### config.mk
export PLATFORM = sky130hd
export DESIGN_NAME = twiddle_fetch_flat
export DESIGN_NICKNAME = d
export VERILOG_FILES = /design/src/rtl/fft_pkg.sv /design/src/rtl/twiddle_fetch_if.sv /design/src/rtl/tw_fifo.sv /design/src/rtl/twiddle_fetch.sv /design/src/flat_wrapper.sv
export SDC_FILE = /design/constraint.sdc
export NUM_CORES = 1
export LEC_CHECK = 0
export ABC_AREA = 1
export CORE_MARGIN = 2
export CORE_UTILIZATION = 52
export DETAILED_ROUTE_END_ITERATION = 12
export GPL_ROUTABILITY_DRIVEN = 1
export PLACE_DENSITY = 0.82
export SLEW_MARGIN = 20
export SYNTH_ARGS = -nofsm -noshare
export SYNTH_HDL_FRONTEND = slang
export SYNTH_SLANG_ARGS = --single-unit
### constraint.sdc
create_clock -name clk -period 3.77 [get_ports clk]
set_input_delay 0.377 -clock clk [delete_from_list [all_inputs] [get_ports clk]]
set_output_delay 0.377 -clock clk [all_outputs]
set_load 0.03 [all_outputs]
### src/rtl/fft_pkg.sv
// Shared FFT-stage constants, twiddle word layout and the per-stage
// twiddle ROM address function.
package fft_pkg;

    localparam int LOG2N   = 7;
    localparam int ADDR_W  = LOG2N - 1;
    localparam int TW_W    = 14;
    localparam int STAGE_W = 3;
    localparam int NUM_BF  = 1 << ADDR_W;

    typedef struct packed {
        logic [TW_W-1:0] re;
        logic [TW_W-1:0] im;
    } tw_word_t;

    typedef enum logic [1:0] {
        IDLE,
        ISSUE,
        DRAIN,
        DONE
    } fetch_state_t;

    // k(j) = (j & (2^s - 1)) << (LOG2N-1-s); the mask wraps to all-ones at s = ADDR_W.
    function automatic logic [ADDR_W-1:0] tw_index(input logic [ADDR_W-1:0] j,
                                                   input logic [STAGE_W-1:0] s);
        logic [ADDR_W:0] mask;
        mask = ((ADDR_W+1)'(1) << s) - (ADDR_W+1)'(1);
        return (j & mask[ADDR_W-1:0]) << (STAGE_W'(LOG2N-1) - s);
    endfunction

endpackage

### src/rtl/twiddle_fetch_if.sv
// Twiddle delivery bus towards the butterfly datapath (valid/ready).
interface twiddle_fetch_if;
    import fft_pkg::*;

    logic [TW_W-1:0]   tw_re;
    logic [TW_W-1:0]   tw_im;
    logic [ADDR_W-1:0] tw_idx;
    logic              tw_valid;
    logic              tw_ready;

    modport master (output tw_re, tw_im, tw_idx, tw_valid, input tw_ready);
    modport slave  (input tw_re, tw_im, tw_idx, tw_valid, output tw_ready);

endinterface

### src/rtl/tw_fifo.sv
// Synchronous show-ahead FIFO; head entry is always visible on dout.
module tw_fifo #(
    parameter int WIDTH = 8,
    parameter int DEPTH = 4,
    localparam int CNT_W = $clog2(DEPTH + 1),
    localparam int PTR_W = (DEPTH > 1) ? $clog2(DEPTH) : 1
) (
    input  logic             clk,
    input  logic             rst,
    input  logic             push,
    input  logic [WIDTH-1:0] din,
    input  logic             pop,
    output logic [WIDTH-1:0] dout,
    output logic             empty,
    output logic [CNT_W-1:0] count
);

    logic [WIDTH-1:0] mem [DEPTH];
    logic [PTR_W-1:0] rd_q, wr_q;
    logic [CNT_W-1:0] count_q;
    logic             full, do_push, do_pop;

    function automatic logic [PTR_W-1:0] next_ptr(input logic [PTR_W-1:0] p);
        return (p == PTR_W'(DEPTH - 1)) ? '0 : p + PTR_W'(1);
    endfunction

    assign full    = (count_q == CNT_W'(DEPTH));
    assign empty   = (count_q == '0);
    assign do_pop  = pop && !empty;
    // A pop in the same cycle frees the slot, so push is legal even when full.
    assign do_push = push && (!full || do_pop);
    assign dout    = mem[rd_q];
    assign count   = count_q;

    always_ff @(posedge clk) begin
        if (rst) begin
            rd_q    <= '0;
            wr_q    <= '0;
            count_q <= '0;
            for (int unsigned i = 0; i < DEPTH; i++) mem[i] <= '0;
        end else begin
            if (do_push) begin
                mem[wr_q] <= din;
                wr_q      <= next_ptr(wr_q);
            end
            if (do_pop) rd_q <= next_ptr(rd_q);
            case ({do_push, do_pop})
                2'b10:   count_q <= count_q + CNT_W'(1);
                2'b01:   count_q <= count_q - CNT_W'(1);
                default: count_q <= count_q;
            endcase
        end
    end

endmodule

### src/rtl/twiddle_fetch.sv
// Twiddle ROM initiator for one radix-2 DIT stage: issues addresses under
// credit control, tags them through the ROM latency and buffers the results.
module twiddle_fetch
    import fft_pkg::*;
#(
    parameter int ROM_LAT    = 1,
    parameter int FIFO_DEPTH = 4
) (
    input  logic                 clk,
    input  logic                 rst,
    input  logic                 start,
    input  logic [STAGE_W-1:0]   stage,
    output logic                 busy,
    output logic                 done,
    output logic [ADDR_W-1:0]    rom_addr,
    input  logic [2*TW_W-1:0]    rom_dout,
    twiddle_fetch_if.master      tw
);

    localparam int CNT_W = $clog2(FIFO_DEPTH + 1);
    localparam int IF_W  = $clog2(ROM_LAT + 2);
    localparam int SUM_W = 8;
    localparam int ENT_W = ADDR_W + 2*TW_W;

    fetch_state_t         state_q, state_d;
    logic [ADDR_W-1:0]    j_q;
    logic [STAGE_W-1:0]   stage_q;
    logic [ROM_LAT:0]     tag_v;
    logic [ADDR_W-1:0]    tag_j [ROM_LAT+1];
    logic [IF_W-1:0]      inflight_q;
    logic [CNT_W-1:0]     fifo_count;
    logic                 fifo_empty, pop, issue, credit_ok, tag_exit;
    logic [SUM_W-1:0]     occ;
    logic [ENT_W-1:0]     fifo_dout;
    tw_word_t             head_word;

    assign pop      = tw.tw_valid && tw.tw_ready;
    assign tag_exit = tag_v[ROM_LAT];
    // Exiting tag is still counted in flight: it lands in the FIFO on this edge.
    assign occ       = SUM_W'(fifo_count) + SUM_W'(inflight_q);
    assign credit_ok = occ < (SUM_W'(FIFO_DEPTH) + SUM_W'(pop));

    always_comb begin
        state_d = state_q;
        issue   = 1'b0;
        unique case (state_q)
            IDLE:  if (start) state_d = ISSUE;
            ISSUE: begin
                issue = credit_ok;
                if (credit_ok && j_q == ADDR_W'(NUM_BF - 1)) state_d = DRAIN;
            end
            DRAIN: if (inflight_q == '0 && fifo_empty) state_d = DONE;
            DONE:  state_d = IDLE;
            default: state_d = IDLE;
        endcase
        busy = (state_q == ISSUE) || (state_q == DRAIN);
        done = (state_q == DONE);
    end

    always_ff @(posedge clk) begin
        if (rst) begin
            state_q    <= IDLE;
            j_q        <= '0;
            stage_q    <= '0;
            rom_addr   <= '0;
            inflight_q <= '0;
            tag_v      <= '0;
            for (int unsigned i = 0; i <= ROM_LAT; i++) tag_j[i] <= '0;
        end else begin
            state_q <= state_d;
            if (state_q == IDLE && start) begin
                j_q     <= '0;
                stage_q <= (stage >= STAGE_W'(LOG2N)) ? STAGE_W'(LOG2N - 1) : stage;
            end else if (issue) begin
                j_q <= j_q + ADDR_W'(1);
            end
            if (issue) rom_addr <= tw_index(j_q, stage_q);

            tag_v[0] <= issue;
            tag_j[0] <= j_q;
            for (int unsigned i = 1; i <= ROM_LAT; i++) begin
                tag_v[i] <= tag_v[i-1];
                tag_j[i] <= tag_j[i-1];
            end

            case ({issue, tag_exit})
                2'b10:   inflight_q <= inflight_q + IF_W'(1);
                2'b01:   inflight_q <= inflight_q - IF_W'(1);
                default: inflight_q <= inflight_q;
            endcase
        end
    end

    tw_fifo #(
        .WIDTH (ENT_W),
        .DEPTH (FIFO_DEPTH)
    ) u_fifo (
        .clk   (clk),
        .rst   (rst),
        .push  (tag_exit),
        .din   ({tag_j[ROM_LAT], rom_dout}),
        .pop   (pop),
        .dout  (fifo_dout),
        .empty (fifo_empty),
        .count (fifo_count)
    );

    assign head_word   = tw_word_t'(fifo_dout[2*TW_W-1:0]);
    assign tw.tw_re    = head_word.re;
    assign tw.tw_im    = head_word.im;
    assign tw.tw_idx   = fifo_dout[ENT_W-1:2*TW_W];
    assign tw.tw_valid = !fifo_empty;

endmodule

### src/flat_wrapper.sv
// flat-port wrapper written by rule: the top's interface ports become plain ports
module twiddle_fetch_flat import fft_pkg::*;
#(
    parameter int ROM_LAT    = 1,
    parameter int FIFO_DEPTH = 4
)
  (clk, rst, start, stage, busy, done, rom_addr, rom_dout, tw_tw_re, tw_tw_im, tw_tw_idx, tw_tw_valid, tw_tw_ready);
  twiddle_fetch_if tw_i ();
  input  logic clk;
  input  logic rst;
  input  logic start;
  input  logic [STAGE_W-1:0] stage;
  output logic busy;
  output logic done;
  output logic [ADDR_W-1:0] rom_addr;
  input  logic [2*TW_W-1:0] rom_dout;
  output wire logic [$bits(tw_i.tw_re)-1:0] tw_tw_re;
  output wire logic [$bits(tw_i.tw_im)-1:0] tw_tw_im;
  output wire logic [$bits(tw_i.tw_idx)-1:0] tw_tw_idx;
  output wire logic [$bits(tw_i.tw_valid)-1:0] tw_tw_valid;
  input wire logic [$bits(tw_i.tw_ready)-1:0] tw_tw_ready;
  assign tw_tw_re = tw_i.tw_re;
  assign tw_tw_im = tw_i.tw_im;
  assign tw_tw_idx = tw_i.tw_idx;
  assign tw_tw_valid = tw_i.tw_valid;
  assign tw_i.tw_ready = tw_tw_ready;
  twiddle_fetch #(.ROM_LAT(ROM_LAT), .FIFO_DEPTH(FIFO_DEPTH)) u_core (.clk(clk), .rst(rst), .start(start), .stage(stage), .busy(busy), .done(done), .rom_addr(rom_addr), .rom_dout(rom_dout), .tw(tw_i));
endmodule
==> After elaboration in Yosys (flattened, before gate mapping) <==
Memories as Yosys holds them, arrays and structs flattened. A register that Yosys moved wholly into a read port is not among the register bits.
Index checks and enable logic that the tools add are counted.
{ "classes": {"bitwise": 3, "n_mux": 23, "n_reduce_logical": 18, "n_lt_le_gt_ge": 2, "add_sub_neg": 11, "n_shift": 2, "eq_ne": 14} }
{ "op_table": {"columns": ["op", "n"], "rows": [
  ["2-to-1 mux 34 bit", 1],
  ["OR reduction 34 bit", 1],
  ["2-to-1 mux 2 bit", 8],
  ["equality test 2 bit (second input constant)", 6],
  ["2-to-1 mux 6 bit", 2],
  ["< comparator 8 bit", 1],
  ["2-to-1 mux 1 bit", 8],
  ["one-hot mux 2 bit (4 select lines)", 1],
  ["adder 2 x 1 -> 2 bit (second input constant)", 3],
  ["adder 6 x 1 -> 6 bit (second input constant)", 1],
  ["bitwise AND 6 bit", 1],
  ["equality test 2 x 1 -> 1 bit (second input constant)", 3],
  ["equality test 6 bit (second input constant)", 1],
  ["logical AND 1 bit", 6],
  ["one-hot mux 3 bit (2 select lines)", 1],
  ["<< shifter 1 x 3 -> 6 bit (first input constant)", 1],
  ["<< shifter 6 x 3 -> 6 bit", 1],
  ["subtractor 6 x 2 -> 6 bit (second input constant)", 1],
  ["adder 3 x 1 -> 4 bit (first input constant)", 1],
  ["adder 3 x 2 -> 4 bit", 1],
  ["zero test 2 bit", 2],
  ["!= test 2 x 1 -> 1 bit (second input constant)", 2],
  ["one-hot mux 2 bit (2 select lines)", 1],
  ["nonzero test 2 bit", 2],
  ["other kinds (14)", 17]
]} }
{ "totals": {"reg_bits": 28, "memories": 2, "out_inout_bits": 43, "elab_cells": 84, "in_bits": 35, "ram_bits": 148} }
{ "mem_list": {"columns": ["memory", "depth", "word_bits", "rd", "rd_clocked_by_memory_dff", "write_ports", "line_no", "source"], "rows": [
  ["u_core.u_fifo.mem", 4, 34, 1, 1, 4, "tw_fifo.sv:18", "logic [WIDTH-1:0] mem [DEPTH];"],
  ["u_core.tag_j", 2, 6, 2, 0, 2, "twiddle_fetch.sv:29", "logic [ADDR_W-1:0] tag_j [ROM_LAT+1];"]
]} }

==> Longest topological paths before layout <==
Gate-level depths: netlist (run 1).
{ "depth": {"ltp_word": 11, "depth_mapped": 15, "depth_no_buf": 14} }

==> Modules after synthesis <==
From an unflattened synthesis (run 1), not the netlist that was laid out.
{ "hier_totals": {"cells_unflattened": 813, "hier_area_um2": 8585.7} }
{ "by_module_without_submodules": {"columns": ["mod", "area_each_um2", "seq_area_each_um2", "cells_per_inst", "n_inst"], "rows": [
  ["tw_fifo", 6927.9, 4264.1, 588, 1],
  ["twiddle_fetch", 1657.8, 660.6, 225, 1]
]} }

==> Worst setup path before layout (run 1) <==
Ideal clock, no wire load.
{ "synth_path": {"kind": "register -> register", "startpoint": "reg u_core.u_fifo.count_q[0] (netlist: u_core.u_fifo.count[0])", "endpoint": "mem u_core.u_fifo.mem[3][0] in the netlist's numbering, enable pin", "t_required_ns": 3.302, "path_buffers": 0, "arrival_ns": 3.293, "path_slack_ns": 0.009, "setup_time_ns": 0.468, "synth_period_minus_slack_ns": 3.761, "path_stages_with_launch": 8, "path_cell_list": "dfxtp_1 > nor2_2 > nand3_2 > nand2_2 > nor2_4 > inv_2 > nor2_4 > nor3_1"} }
{ "synth_rtl": {"columns": ["item", "line_no", "source"], "rows": [
  ["start: declaration", "tw_fifo.sv:20", "logic [CNT_W-1:0] count_q;"],
  ["start signal: assignment", "tw_fifo.sv:48", "2'b10: count_q <= count_q + CNT_W'(1);"],
  ["start signal: assignment", "tw_fifo.sv:49", "2'b01: count_q <= count_q - CNT_W'(1);"],
  ["start signal: assignment", "tw_fifo.sv:50", "default: count_q <= count_q;"],
  ["end: declaration", "tw_fifo.sv:18", null]
]} }

==> results.ini, run 1 <==
[placement]
portBuffers = 77
gp_congestion = 0.848
place_ws_ns = 0.743
dpl.hpwl_um = 10900

[global_routing]
grt_util_met2_pct = 36.7
track_usage_pct = 21.7
overflow = 0
globalRouteMet3Util_pct = 4.77
antenna_found_initial = 0
grt-busiest-layer = met2
grt_pass1_vias = 5607
grt_use_met1_pct = 27.2
grt_first_pass_wirelength_um = 27400
grt_max_degree = 69

[clocking]
cts.sinks = 178
ctsRootBufferMaster = clkbuf_16
cts_tree = built
clock_latency_ns = 0.43
post_cts_resized = 0
cts_buffers = 17
cts.reportedPaths.clkPinSlew_ns = 0.06
htreeDepth = 4
cts_hold_buf = 0
cts_buffer_depth = 2
post-cts-setup-buffer-count = 0

[route]
num_vias = 5841
drc = 0
wl_um = 17100
viasPerCell = 5.48
drt_pre_antenna_iters = 7
drtIter0Drc = 565
ant_nets = 0
avgRoutedWirePerCell_um = 16.0

[timing]
finalHoldWorstSlack_ns = 0.404
slew_viol_final = 0
max_clock_freq_mhz = 335
fin_skew_ns = 0.00486
setup_viol = 0
rsz0062_at_grt = no
slew_headroom_pct = 47.8
hold_violations = 0
finalCritPeriodShare_pct = 79.2
setup-tns-final_ns = 0
worst_slack_ns = 0.783
min_period_ns = 2.99
worst_pin_slew_ns = 0.782

[synth]
syn-num-nets = 849
syn_area_mm2 = 0.00792
synth_most_common_cell = nor2_1
synth_seq_cells = 178
synth_top_area_share_pct = 51.6
async_flop_share_pct = 0
synth_enable_flop_cells = 136
ys_types = 35
ys_seq_area_share_pct = 62.2
synth_top_cell_by_area = edfxtp_1
yosysWarnings = 0
synthTopCellsByCount = nor2_1, edfxtp_1, o21ai_0, inv_1, nand2_1
synth_top_flop_cell = edfxtp_1
synth_area_leaders = edfxtp_1, nor2_1, dfxtp_1, o21ai_0, inv_1
syn_avg_cell_area_um2 = 9.96
netlist_instances = 795

[die]
die-area_mm2 = 0.0162
die_y_um = 127
die_w_um = 127
pin_count = 78
row_count = 45
start_util_pct = 52.7
core-area_mm2 = 0.0150

[critical_path]
cp_cell_sequence = inv_2 > buf_4 > o21ai_0 > o22ai_1 > clkdlybuf4s50_1
reg2reg_from = u_core.u_fifo.count[1]$_SDFFE_PP0P_
rrSetupSlack_ns = 1.16
crit_slowest_cell = clkdlybuf4s50_1
critical_path_class = register to output pin
end_kind = output pin
worstSetupEndpoint = tw_tw_im[13]
r2r_cells = 9
r2r_end = u_core.u_fifo.mem[0][4]$_SDFFCE_PN0P_
slowest_delay_ns = 0.72
arrival_ns = 2.61
crit_required_ns = 3.39
startpoint_type = register
crit_fanout = 36

[final_layout]
nets = 918
antenna_cells = 0
drive_gt1_share_pct = 6.84
area_delta_synth_final_pct = 17.8

[min_path]
worstHoldPathCells = 2
hold_class = register to register
hp-start = u_core.tag_j[0][3]$_SDFF_PP0_

[power_and_ir_drop]
p_leak_nw = 3.67
cellPowerDensity_mw_per_mm2 = 665
irDropWorstVdd_mv = 0.394

[run_status]
status = finished clean

[flow_run]
maxCapViolCount = 0

==> registers in the layout, summed over array words and instances, names as in the netlist, named ones only <==
signal	flops
u_core.u_fifo.mem	136
u_core.tag_j	12
u_core.j_q	6
u_core.rom_addr	6
u_core.stage_q	3
u_core.u_fifo.count	3
u_core.inflight_q	2
u_core.state_q	2
u_core.tag_v	2
u_core.u_fifo.rd_q	2
u_core.u_fifo.wr_q	2
==> worst min-delay path by stage <==
stage,slack [ns],endpoint
6_report,0.40,u_core.tag_j[0][9]$_SDFF_PP0_
5_1_grt,0.42,u_core.tag_j[0][9]$_SDFF_PP0_
4_1_cts,0.40,u_core.tag_j[0][9]$_SDFF_PP0_
3_5_place_dp,0.40,u_core.tag_j[0][9]$_SDFF_PP0_
3_3_place_gp,0.39,u_core.tag_j[0][8]$_SDFF_PP0_
2_1_floorplan,0.39,u_core.tag_j[0][10]$_SDFF_PP0_
==> per-layer routing <==
| metal | routed length (um) | part of all wire, % |
|---|---|---|
| met5 | 0 | 0 |
| met4 | 429 | 2.5 |
| met3 | 1010 | 5.9 |
| met2 | 8720 | 51 |
| met1 | 6890 | 40 |
==> layout by cell type (no fill, tap or decap), types with 21 or more instances in the layout <==
master and count:
a21oi_1 21, nand3_1 21, o22ai_1 37, nand2_1 51, clkdlybuf4s50_1 77, inv_1 74
nor2_1 225, dfxtp_1 41, edfxtp_1 136, o21ai_0 88
==> critical path: cells and delay by family (launching register included) <==
family	cells	cell delay, ns
AO/OA/AOI/OAI	2	0.34
buffers and inverters	3	1.53
flip-flops	1	0.32
==> power by group <==
part           switching (mW)  internal, mW
clock network           0.704         0.899
registers               0.102          2.29
logic                    1.42         0.789
==> logic make-up (layout without fill, tap and decap cells) <==
family	count (synthesis)	count (layout)	synth area share (%)
buffers and inverters	116	198	6.51
xor gates and xnor gates	4	4	0.442
adders and majority gates	19	19	3.19
and+or+nand+nor	325	325	17.2
AOI/OAI and AO/OA	153	153	10.4
DFF	178	178	62.2
==> area by class of cell <==
cell class                      count  area (um2)
Clock inverter                     11        90.1
Fill cell                        1156        5710
Tap cell                          188         235
Inverter                           77         289
Multi-Input combinational cell    501        2480
Sequential cell                   178        4930
Clock buffer                       21         440
Timing Repair Buffer               89         861
==> metrics by stage <==
step	utilization [%]	std cells	area (um2)	power, mW
6_report	62.0	1065	9330	6.20
5_1_grt	62.0	1065	9330	6.51
4_1_cts	62.0	1065	9330	6.23
3_5_place_dp	58.5	1033	8790	4.64
3_3_place_gp	58.5	1033	8790	4.60
2_1_floorplan	-	795	7920	3.86
No activity file was read; power rests on OpenSTA's default activity.
==> inputs of run 2 (changes only) <==
CORE_UTILIZATION = 57   (was 52)
PLACE_DENSITY = 0.85   (was 0.82)
clock period = 2.8 ns   (was 3.77 ns; I/O delays follow)
==> run 2 against run 1 <==
Against the previous run:
- final area up 1.7%
- critical path depth unchanged
- power up 39%
- count of clock-buffer cells in the layout unchanged
- flip-flop and latch count unchanged
- first-iteration DRC count up 13%
- non-clock buffer count up 5
- global-route usage up 2.8 points
- critical endpoint is now tw_tw_re[5]
==> results.ini, run 2 (synthesis results as in run 1) <==
[final_layout]
fillers = 997  ; -14%
seqCellArea_mm2 = 0.00493  ; unchanged
drive_gt1_share_pct = 9.30  ; +2.5 points
most-common-layout-cells = nor2_1, edfxtp_1, o21ai_0
largest_register_ffs = 136  ; unchanged
reg_top3 = u_core.u_fifo.mem: 136 flops, u_core.tag_j: 12 flops
area_delta_synth_final_pct = 19.7
top_register = u_core.u_fifo.mem
multi_input_area_mm2 = 0.00250  ; +0.55%
nets = 923  ; +0.54%
layout_commonest_cell = nor2_1
stdcell_count = 1062  ; -0.28%
antenna_cells = 0  ; unchanged
final_area_mm2 = 0.00948  ; +1.7%

[timing]
setup-tns-final_ns = 0  ; unchanged
worst_slack_ns = 0.223  ; -0.559 ns
slew_viol_final = 0  ; unchanged
setup_viol = 0  ; unchanged
hold_violations = 0  ; unchanged
min_period_ns = 2.58
worst_pin_slew_ns = 0.565  ; -0.217 ns
fin_skew_ns = 0.00536  ; +0.000501 ns
max_clock_freq_mhz = 388
slew_headroom_pct = 62.3  ; +14 points
rsz0062_at_grt = no
finalCritPeriodShare_pct = 92.0

[route]
viasPerCell = 5.53  ; +0.78%
drt_pre_antenna_iters = 5  ; -2
drtIter0Drc = 639  ; +13%
num_vias = 5870  ; +0.50%
wl_um = 17300  ; +1.4%
avgRoutedWirePerCell_um = 16.3  ; +1.6%
ant_nets = 0  ; unchanged
drc = 0  ; unchanged

[clocking]
cts_buffers = 17  ; unchanged
post_cts_resized = 0  ; unchanged
cts_hold_buf = 0  ; unchanged
cts_buffer_depth = 2  ; unchanged
ctsRootBufferMaster = clkbuf_16
clock_latency_ns = 0.43  ; about the same
cts.sinks = 178  ; unchanged
cts_tree = built
post-cts-setup-buffer-count = 0  ; unchanged
cts.reportedPaths.clkPinSlew_ns = 0.07  ; about the same
htreeDepth = 4  ; unchanged

[run_status]
status = finished clean

[die]
start_util_pct = 57.7  ; +5.0 points
pin_count = 78  ; unchanged
row_count = 43  ; -4.4%
die_w_um = 122  ; -4.3%
core-area_mm2 = 0.0137  ; -8.7%
die-area_mm2 = 0.0149  ; -8.5%
die_y_um = 122  ; -4.3%

[min_path]
hold_class = register to register

[critical_path]
startpoint_type = register
critical_path_class = register to output pin
crit_fanout = 44  ; +22%
end_kind = output pin
arrival_ns = 2.30  ; -0.31 ns
crit_required_ns = 2.52  ; -0.87 ns

[placement]
gp_congestion = 0.878  ; +3.5%
place_ws_ns = 0.397  ; -0.346 ns
portBuffers = 77  ; unchanged
dpl.hpwl_um = 10400  ; -4.5%
place_area_mm2 = 0.00888  ; +0.95%
dp.cells = 1030  ; -0.29%

[global_routing]
track_usage_pct = 24.5  ; +2.8 points
antenna_found_initial = 0  ; unchanged
overflow = 0  ; unchanged
grt_pass1_vias = 5653  ; +0.82%
grt_max_degree = 45  ; -35%
grt_first_pass_wirelength_um = 27400  ; +0.28%

[power_and_ir_drop]
irDropWorstVdd_mv = 0.654  ; +66%
p_total_mw = 8.65  ; +39%
p_leak_nw = 3.78  ; +3.0%
cellPowerDensity_mw_per_mm2 = 913  ; +37%

[flow_run]
maxCapViolCount = 0  ; unchanged

## run 2: changes by cell type in the layout (fill, tap and decap cells not counted), sizes merged
cell,change
buf,+13
clkinvlp,-2
clkinv,-5
clkdlybuf4s50,-8
inv,+6
bufinv,+1
## run 2: per-stage QoR
step           hold slack (ns)  util [%]
5_1_grt                  0.427      69.1
4_1_cts                  0.404      69.1
3_5_place_dp             0.394      64.7
3_3_place_gp             0.389      64.7
2_1_floorplan            0.388         -
6_report                 0.403      69.1
## run 2: critical path: stages, from the launching register on
cell             delay, ns
dfxtp_2               0.34
inv_2                 0.21
buf_12                0.25
o21ai_0               0.14
o22ai_1               0.21
clkdlybuf4s50_1       0.71
## run 2: cell type report
class | count | area share, %
tap | 180 | 2.38
clock inverter | 11 | 1.27
inverter | 77 | 3.05
timing repair buffer | 94 | 9.92
sequential | 178 | 52.0
multi-input combinational | 501 | 26.3
clock buffer | 21 | 5.09
## run 2: path summary, 6_finish.rpt
| path | startpoint | endpoint | slack, ns | cells past startpoint |
|---|---|---|---|---|
| hold reg to reg | u_core.tag_v[0]$_SDFF_PP0_ | u_core.tag_v[1]$_SDFF_PP0_ | 0.40 | 2 |
| hold / removal | u_core.tag_v[0]$_SDFF_PP0_ | u_core.tag_v[1]$_SDFF_PP0_ | 0.40 | 2 |
| setup reg to reg | u_core.stage_q[0]$_SDFFE_PP0P_ | u_core.rom_addr[5]$_SDFFE_PP0P_ | 0.37 | 8 |
| setup / recovery | register | tw_tw_re[5] | 0.22 | 5 |
## run 2: report_power, final
group / internal [mW] / total, mW / switching, mW
clock network: 1.42 / 2.42 / 0.993
logic: 1.09 / 3.02 / 1.93
registers: 3.08 / 3.21 / 0.137
total: 5.59 / 8.65 / 3.06
## run 2: routing by layer
| metal | part of all wire, % | wire (um) | global-route usage, % |
|---|---|---|---|
| met3 | 6.3 | 1090 | 5.10 |
| met4 | 1.4 | 246 | 9.63 |
| met5 | 0 | 0 | 0 |
| met2 | 52 | 9050 | 42.4 |
| met1 | 40 | 6890 | 30.1 |
